--- src/rtl/miriscv_data_arbiter.sv ---
// Two-master arbiter onto a single-cycle-latency RAM data port.
// Grants are combinational; the owner of each access is remembered for one cycle to route its response.
module miriscv_data_arbiter #(
  parameter bit ROUND_ROBIN = 1'b1
) (
  input  logic        clk_i,
  input  logic        arstn_i,

  input  logic        m0_req_i,
  input  logic        m0_we_i,
  input  logic [3:0]  m0_be_i,
  input  logic [31:0] m0_addr_i,
  input  logic [31:0] m0_wdata_i,
  output logic        m0_gnt_o,
  output logic        m0_rvalid_o,
  output logic [31:0] m0_rdata_o,

  input  logic        m1_req_i,
  input  logic        m1_we_i,
  input  logic [3:0]  m1_be_i,
  input  logic [31:0] m1_addr_i,
  input  logic [31:0] m1_wdata_i,
  output logic        m1_gnt_o,
  output logic        m1_rvalid_o,
  output logic [31:0] m1_rdata_o,

  output logic        ram_req_o,
  output logic        ram_we_o,
  output logic [3:0]  ram_be_o,
  output logic [31:0] ram_addr_o,
  output logic [31:0] ram_wdata_o,
  input  logic        ram_rvalid_i,
  input  logic [31:0] ram_rdata_i,

  output logic        err_o
);

  localparam int NM = 2;

  logic [NM-1:0]       req, we, gnt, rvalid;
  logic [NM-1:0][3:0]  be;
  logic [NM-1:0][31:0] addr, wdata;

  logic gnt_id;
  logic last_q, last_d;
  logic pend_vld_q, pend_id_q;
  logic err_q, err_d;

  assign req   = {m1_req_i,   m0_req_i};
  assign we    = {m1_we_i,    m0_we_i};
  assign be    = {m1_be_i,    m0_be_i};
  assign addr  = {m1_addr_i,  m0_addr_i};
  assign wdata = {m1_wdata_i, m0_wdata_i};

  // On contention the master that did not win last time goes first; reset leaves last_q=1 so m0 wins first.
  always_comb begin
    gnt_id = req[1];
    if (req == 2'b11)
      gnt_id = ROUND_ROBIN ? ~last_q : 1'b0;
    gnt         = '0;
    gnt[gnt_id] = |req;
  end

  always_comb begin
    ram_req_o   = |gnt;
    ram_we_o    = 1'b0;
    ram_be_o    = '0;
    ram_addr_o  = '0;
    ram_wdata_o = '0;
    if (|gnt) begin
      ram_we_o    = we[gnt_id];
      ram_be_o    = be[gnt_id];
      ram_addr_o  = addr[gnt_id];
      ram_wdata_o = wdata[gnt_id];
    end
  end

  assign last_d = (|gnt) ? gnt_id : last_q;

  // Any response without a pending owner, or any owner without a response, is a protocol error.
  assign err_d  = err_q | (ram_rvalid_i ^ pend_vld_q);
  assign rvalid = {pend_id_q, ~pend_id_q} & {NM{ram_rvalid_i & pend_vld_q}};

  always_ff @(posedge clk_i or negedge arstn_i) begin
    if (!arstn_i) begin
      last_q     <= 1'b1;
      pend_vld_q <= 1'b0;
      pend_id_q  <= 1'b0;
      err_q      <= 1'b0;
    end else begin
      last_q     <= last_d;
      pend_vld_q <= ram_req_o;
      pend_id_q  <= gnt_id;
      err_q      <= err_d;
    end
  end

  assign m0_gnt_o    = gnt[0];
  assign m1_gnt_o    = gnt[1];
  assign m0_rvalid_o = rvalid[0];
  assign m1_rvalid_o = rvalid[1];
  assign m0_rdata_o  = ram_rdata_i;
  assign m1_rdata_o  = ram_rdata_i;
  assign err_o       = err_q;

endmodule

--- config.mk ---
export PLATFORM = sky130hd
export DESIGN_NAME = miriscv_data_arbiter
export DESIGN_NICKNAME = d
export VERILOG_FILES = /design/src/rtl/miriscv_data_arbiter.sv
export SDC_FILE = /design/constraint.sdc
export NUM_CORES = 1
export LEC_CHECK = 0
export CAP_MARGIN = 20
export CORE_AREA = 2 2 121 123
export DETAILED_ROUTE_END_ITERATION = 16
export DIE_AREA = 0 0 123 125
export GPL_ROUTABILITY_DRIVEN = 1
export GPL_TIMING_DRIVEN = 0
export PLACE_DENSITY = 0.54
export RECOVER_POWER = 100
export SLEW_MARGIN = 15
export SYNTH_ARGS = -nofsm -noshare
export SYNTH_HDL_FRONTEND = slang
export SYNTH_SLANG_ARGS = --single-unit
--- constraint.sdc ---
create_clock -name clk_i -period 2.6 [get_ports clk_i]
set_clock_uncertainty 0.15 [all_clocks]
set_input_delay 0.39 -clock clk_i [delete_from_list [all_inputs] [get_ports clk_i]]
set_output_delay 0.39 -clock clk_i [all_outputs]
set_load 0.005 [all_outputs]
### Word level (Yosys, flattened, before mapping)

Cells that the tools add are included.
W data, S select, Z words.

* register bits: 4
* input port bits: 175
* output and inout port bits: 139
* word-level logic and storage cells: 32

* order comparisons: 2
* eq/ne operators: 1
* muxes and demuxes: 15
* bitwise logic cells: 7
* reduce and logical (&&, ||, !) cells: 3

Operators by type and width (count)
* $mux W32: 6
* $mux W4: 3
* $mux W1: 5
* $and A2 B2 Y2: 2
* $reduce_or A2 Y1: 2
* $eq A2 B2 Y1 const B: 1
* $lt A1 B2 Y1 const B: 1
* $not A1 Y1: 2
* $and A1 B1 Y1: 1
* $demux W1 S1: 1
* $ge A1 B1 Y1 const B: 1
* $logic_and A1 B1 Y1: 1
* $or A1 B1 Y1: 1
* $xor A1 B1 Y1: 1

### Logic depth before layout (Yosys ltp)

Gate-level depths: netlist of run 1.

* depth after elaboration: 9
* depth in mapped cells: 4
* gate-level depth less buffers: 2

### Worst setup path after synthesis of run 1

No wires, ideal clock.

* kind: register -> output
* from: register last_q
* to: output port ram_addr_o[1]
* arrival: 1.103 ns
* data required time: 2.060 ns
* path slack: 0.957 ns
* stages on the path, launching flop included: 5
* path through: dfstp_2 nand2b_1 buf_6 buf_8 a32o_1

* cells in the longest elaborated chain, start to end: 9

RTL lines
* start: declaration: line 45 `logic last_q, last_d;`
* start signal: assignment: line 91 `last_q <= last_d;`
* $not A1 Y1 (*): line 59 `gnt_id = ROUND_ROBIN ? ~last_q : 1'b0;`
* $mux W1 (*): line 58 `if (req == 2'b11)`
* $lt A1 B2 Y1 (implied by the code) or $ge A1 B1 Y1 (tied branches): line 61 `gnt[gnt_id] = |req;`
* $logic_and A1 B1 Y1 (implied by the code): line 61
* $mux W1 (implied by the code): line 61
* $demux W1 S1: line 61
* $and A2 B2 Y2 (no source line)
* $reduce_or A2 Y1: line 70 `if (|gnt) begin`
* $mux W32 (*): line 70
* end: declaration: line 30 `output logic [31:0] ram_addr_o,`

Every way passes the cells marked *; elsewhere a longest branch is shown, timed or not. The select of a mux whose other input is x is not followed.

### Worst setup path in the final report of run 1

* from: register last_q
* to: output port ram_wdata_o[21]

* cells in the longest elaborated chain, start to end: 9

RTL lines
* $not A1 Y1 (*): line 59
* $mux W1 (*): line 58
* $lt A1 B2 Y1 (implied by the code) or $ge A1 B1 Y1 (tied branches): line 61
* $logic_and A1 B1 Y1 (implied by the code): line 61
* $mux W1 (implied by the code): line 61
* $demux W1 S1: line 61
* $and A2 B2 Y2 (no source line)
* $reduce_or A2 Y1: line 70
* $mux W32 (*): line 70
* end: declaration: line 31 `output logic [31:0] ram_wdata_o,`

Marks and branches as above.

==> results.tsv, run 1 <==
metric	value	unit
outcome	completed	
required	2060	ps
clk_pin_slew	30	ps
final_cell_mix	207 x clkdlybuf4s50_1, 71 x dlygate4sd3_1, 70 x buf_4	
cts_tree	yes	
antenna_found_initial	0	
r2r_start	last_q$_DFFE_PN1P_	
drt-pass1-iter-count	4	
fp.coreArea	0.0142	sq mm
grt-ovfl-total	0	
clock_latency	230	ps
clkSinkCount	4	
relSlewSlack	0.861	
design_area	0.00480	sq mm
dieHeight	125	um
peakVddDrop	0.169	mV
power_density	261	mW/mm^2
synth_warnings	0	
final_common_cell	clkdlybuf4s50_1	
combinationalPowerShare	0.742	
finalMaxSlewViolations	0	
switching_share	0.261	
use_met1	0.127	
grt_pass1_wl	13800	um
net-switching-power	327	uW
crit_arrival	1990	ps
use_met3	0.0233	
cp_slowest_cell	dfstp_2	
synthCells	171	
setup_viol	0	
grt_start_max_net_pins	11	
crit_top_cell	buf_8	
rsz0062_at_grt	no	
syn-cell-area	0.00161	sq mm
r2r_end	pend_id_q$_DFF_PN0_	
startpoint	last_q$_DFFE_PN1P_	
ys_top_cells_by_area	buf_4 34%, a32o_2 29%, a32o_1 17%	
power_frac_clock	0.201	
fin_nets	636	
p_leak	0.00202	uW
avgViaCountPerCell	4.03	
drtAntennaViolNets	0	
root_buffer	clkbuf_16	
post_dp_cell_area	0.00465	sq mm
fin_crit	2530	ps
via_count	2592	
hp-class	primary input to async pin	
rows	44	
io_pins	314	
wirelength	9690	um
reg2reg_depth	4	
numPlacedInstances	636	
cp_max_fo	10	
drv_cap	0	
slowest_delay	550	ps
drc	0	
clk_path_buf_depth	2	
tightestPinTransition	209	ps
cp-end-kind	primary output	
synth.distinct_cells	18	
first_iter_violations	56	
drive_gt1_frac	0.296	
grt_use_met2	0.222	
seq_power_share	0.058	
setup.worst_path.start_class	flip-flop	
synth_top_area_cell	buf_4	
num_antenna_cells	0	
grt_pass1_vias	2647	
route.detailed.wl_per_inst	15.1	um
dieArea	0.0154	sq mm
p_int	926	uW
synth_seq_cells	4	
place_congestion	0.882	
h-tree-depth	1	
synth_seq_area_share	0.0631	
timing.final.crit_share	0.972	
avgSynthCellArea	9.39	sq um
numCtsBuffers	3	
synth_nets	347	
die_x	123	um
worst-path-buf-inv	3	
cp_top_family	buffers and inverters	
io_buffers	281	
yosysTopAreaCellShare	0.336	
final_cells	643	
top_usage_layer	met2	
cp_cell_sequence	nand2b_1, buf_8, buf_8, a32o_1, clkdlybuf4s50_1	
r2r_setup_slack	1300	ps
path_class	flip-flop to primary output	
clock.fmax	0.396	GHz
start_util	0.113	
grtUsageTotal	0.113	
area_growth	199	%
dp_hpwl	8220	um
hold_violations	0	
[worst register-to-register path, delay by kind of cell, from the launching register on]
| kind | cells | cell delay (ps) |
|---|---|---|
| flops | 1 | 550 |
| compound gates | 1 | 50 |
| buf+inv | 3 | 430 |
[Yosys cell counts]
| cell type | number |
|---|---|
| ha_1 | 1 |
| a32o_1 | 27 |
| buf_8 | 7 |
| buf_6 | 1 |
| dfstp_2 | 1 |
| nor2_1 | 1 |
| nor2b_1 | 1 |
| a21boi_2 | 1 |
| dfrtp_1 | 3 |
| and2_1 | 2 |
| a21oi_1 | 1 |
| a21boi_0 | 1 |
| a32o_2 | 42 |
| nand2b_1 | 1 |
| clkbuf_1 | 6 |
| buf_2 | 1 |
| or2_2 | 2 |
| buf_4 | 72 |
[state kept, by name, summed over array words and instances (netlist names)]
signal      flops
pend_id_q       1
pend_vld_q      1
last_q          1
err_o           1
[through the flow]
| step | power [uW] | util | setup TNS, ps | setup slack [ps] | hold slack [ps] |
|---|---|---|---|---|---|
| 2_1_floorplan | 407 | - | 0 | 957 | -55.6 |
| 3_3_place_gp | 1010 | 0.327 | -23020 | -390 | 307 |
| 3_5_place_dp | 1010 | 0.327 | -24400 | -393 | 322 |
| 4_1_cts | 1290 | 0.337 | 0 | 48.5 | 227 |
| 5_1_grt | 1320 | 0.338 | 0 | 27.8 | 310 |
| 6_report | 1250 | 0.338 | 0 | 73.9 | 287 |
[cell type report]
type                            count  area, sq um
Multi-Input combinational cell     80          825
Fill cell                        1447         9410
Timing Repair Buffer              284         2840
Sequential cell                     4          101
Tap cell                          184          230
Clock buffer                        4         78.8
Buffer                             87          717
[metal layers]
layer / wire, um / part of all wire
met5: 0 / 0
met4: 60 / 0.0062
met3: 966 / 0.10
met2: 5040 / 0.52
met1: 3620 / 0.37
[kinds of logic (layout without fill, tap and decap cells)]
kind of cell | after synthesis | in the layout | share of synthesized area
compound gates | 72 | 72 | 0.477
fa+ha+maj | 1 | 1 | 0.00779
buf+inv | 87 | 375 | 0.426
flops | 4 | 4 | 0.0631
simple gates | 7 | 7 | 0.0257
[how the worst max path moves through the flow]
stage,endpoint,cells after the start
2_1_floorplan,ram_addr_o[1],4
3_3_place_gp,ram_wdata_o[21],5
3_5_place_dp,ram_wdata_o[21],5
4_1_cts,ram_wdata_o[21],5
5_1_grt,ram_addr_o[24],6
6_report,ram_wdata_o[21],5
[timing repair]
item | CTS | global route
resized for setup | 18 | 1
hold buffers | 0 | 0
buffers inserted | 1 | 2
setup endpoints to repair | 69 | 3
[power by group through the flow]
stage | Sequential (uW) | Combinational, uW | Clock, uW
final | 72.2 | 929 | 252
after global routing | 72.8 | 987 | 257
after CTS | 73.8 | 958 | 253
after detailed placement | 73.6 | 941 | 0
after global placement | 73.3 | 936 | 0
after floorplan | 72.5 | 335 | 0
Power figures use the tool's default switching activity.
==> run 2: changes to the inputs <==
--- a/config.mk
+++ b/config.mk
@@ -7,12 +7,14 @@
 export LEC_CHECK = 0
 export CAP_MARGIN = 20
 export CORE_AREA = 2 2 121 123
+export CTS_CLUSTER_DIAMETER = 30
 export DETAILED_ROUTE_END_ITERATION = 16
 export DIE_AREA = 0 0 123 125
 export GPL_ROUTABILITY_DRIVEN = 1
 export GPL_TIMING_DRIVEN = 0
 export PLACE_DENSITY = 0.54
 export RECOVER_POWER = 100
+export SKIP_LAST_GASP = 1
 export SLEW_MARGIN = 15
 export SYNTH_ARGS = -nofsm -noshare
 export SYNTH_HDL_FRONTEND = slang
==> results of run 2 <==
Final layout, timing and power as in run 1 (identical DEF).
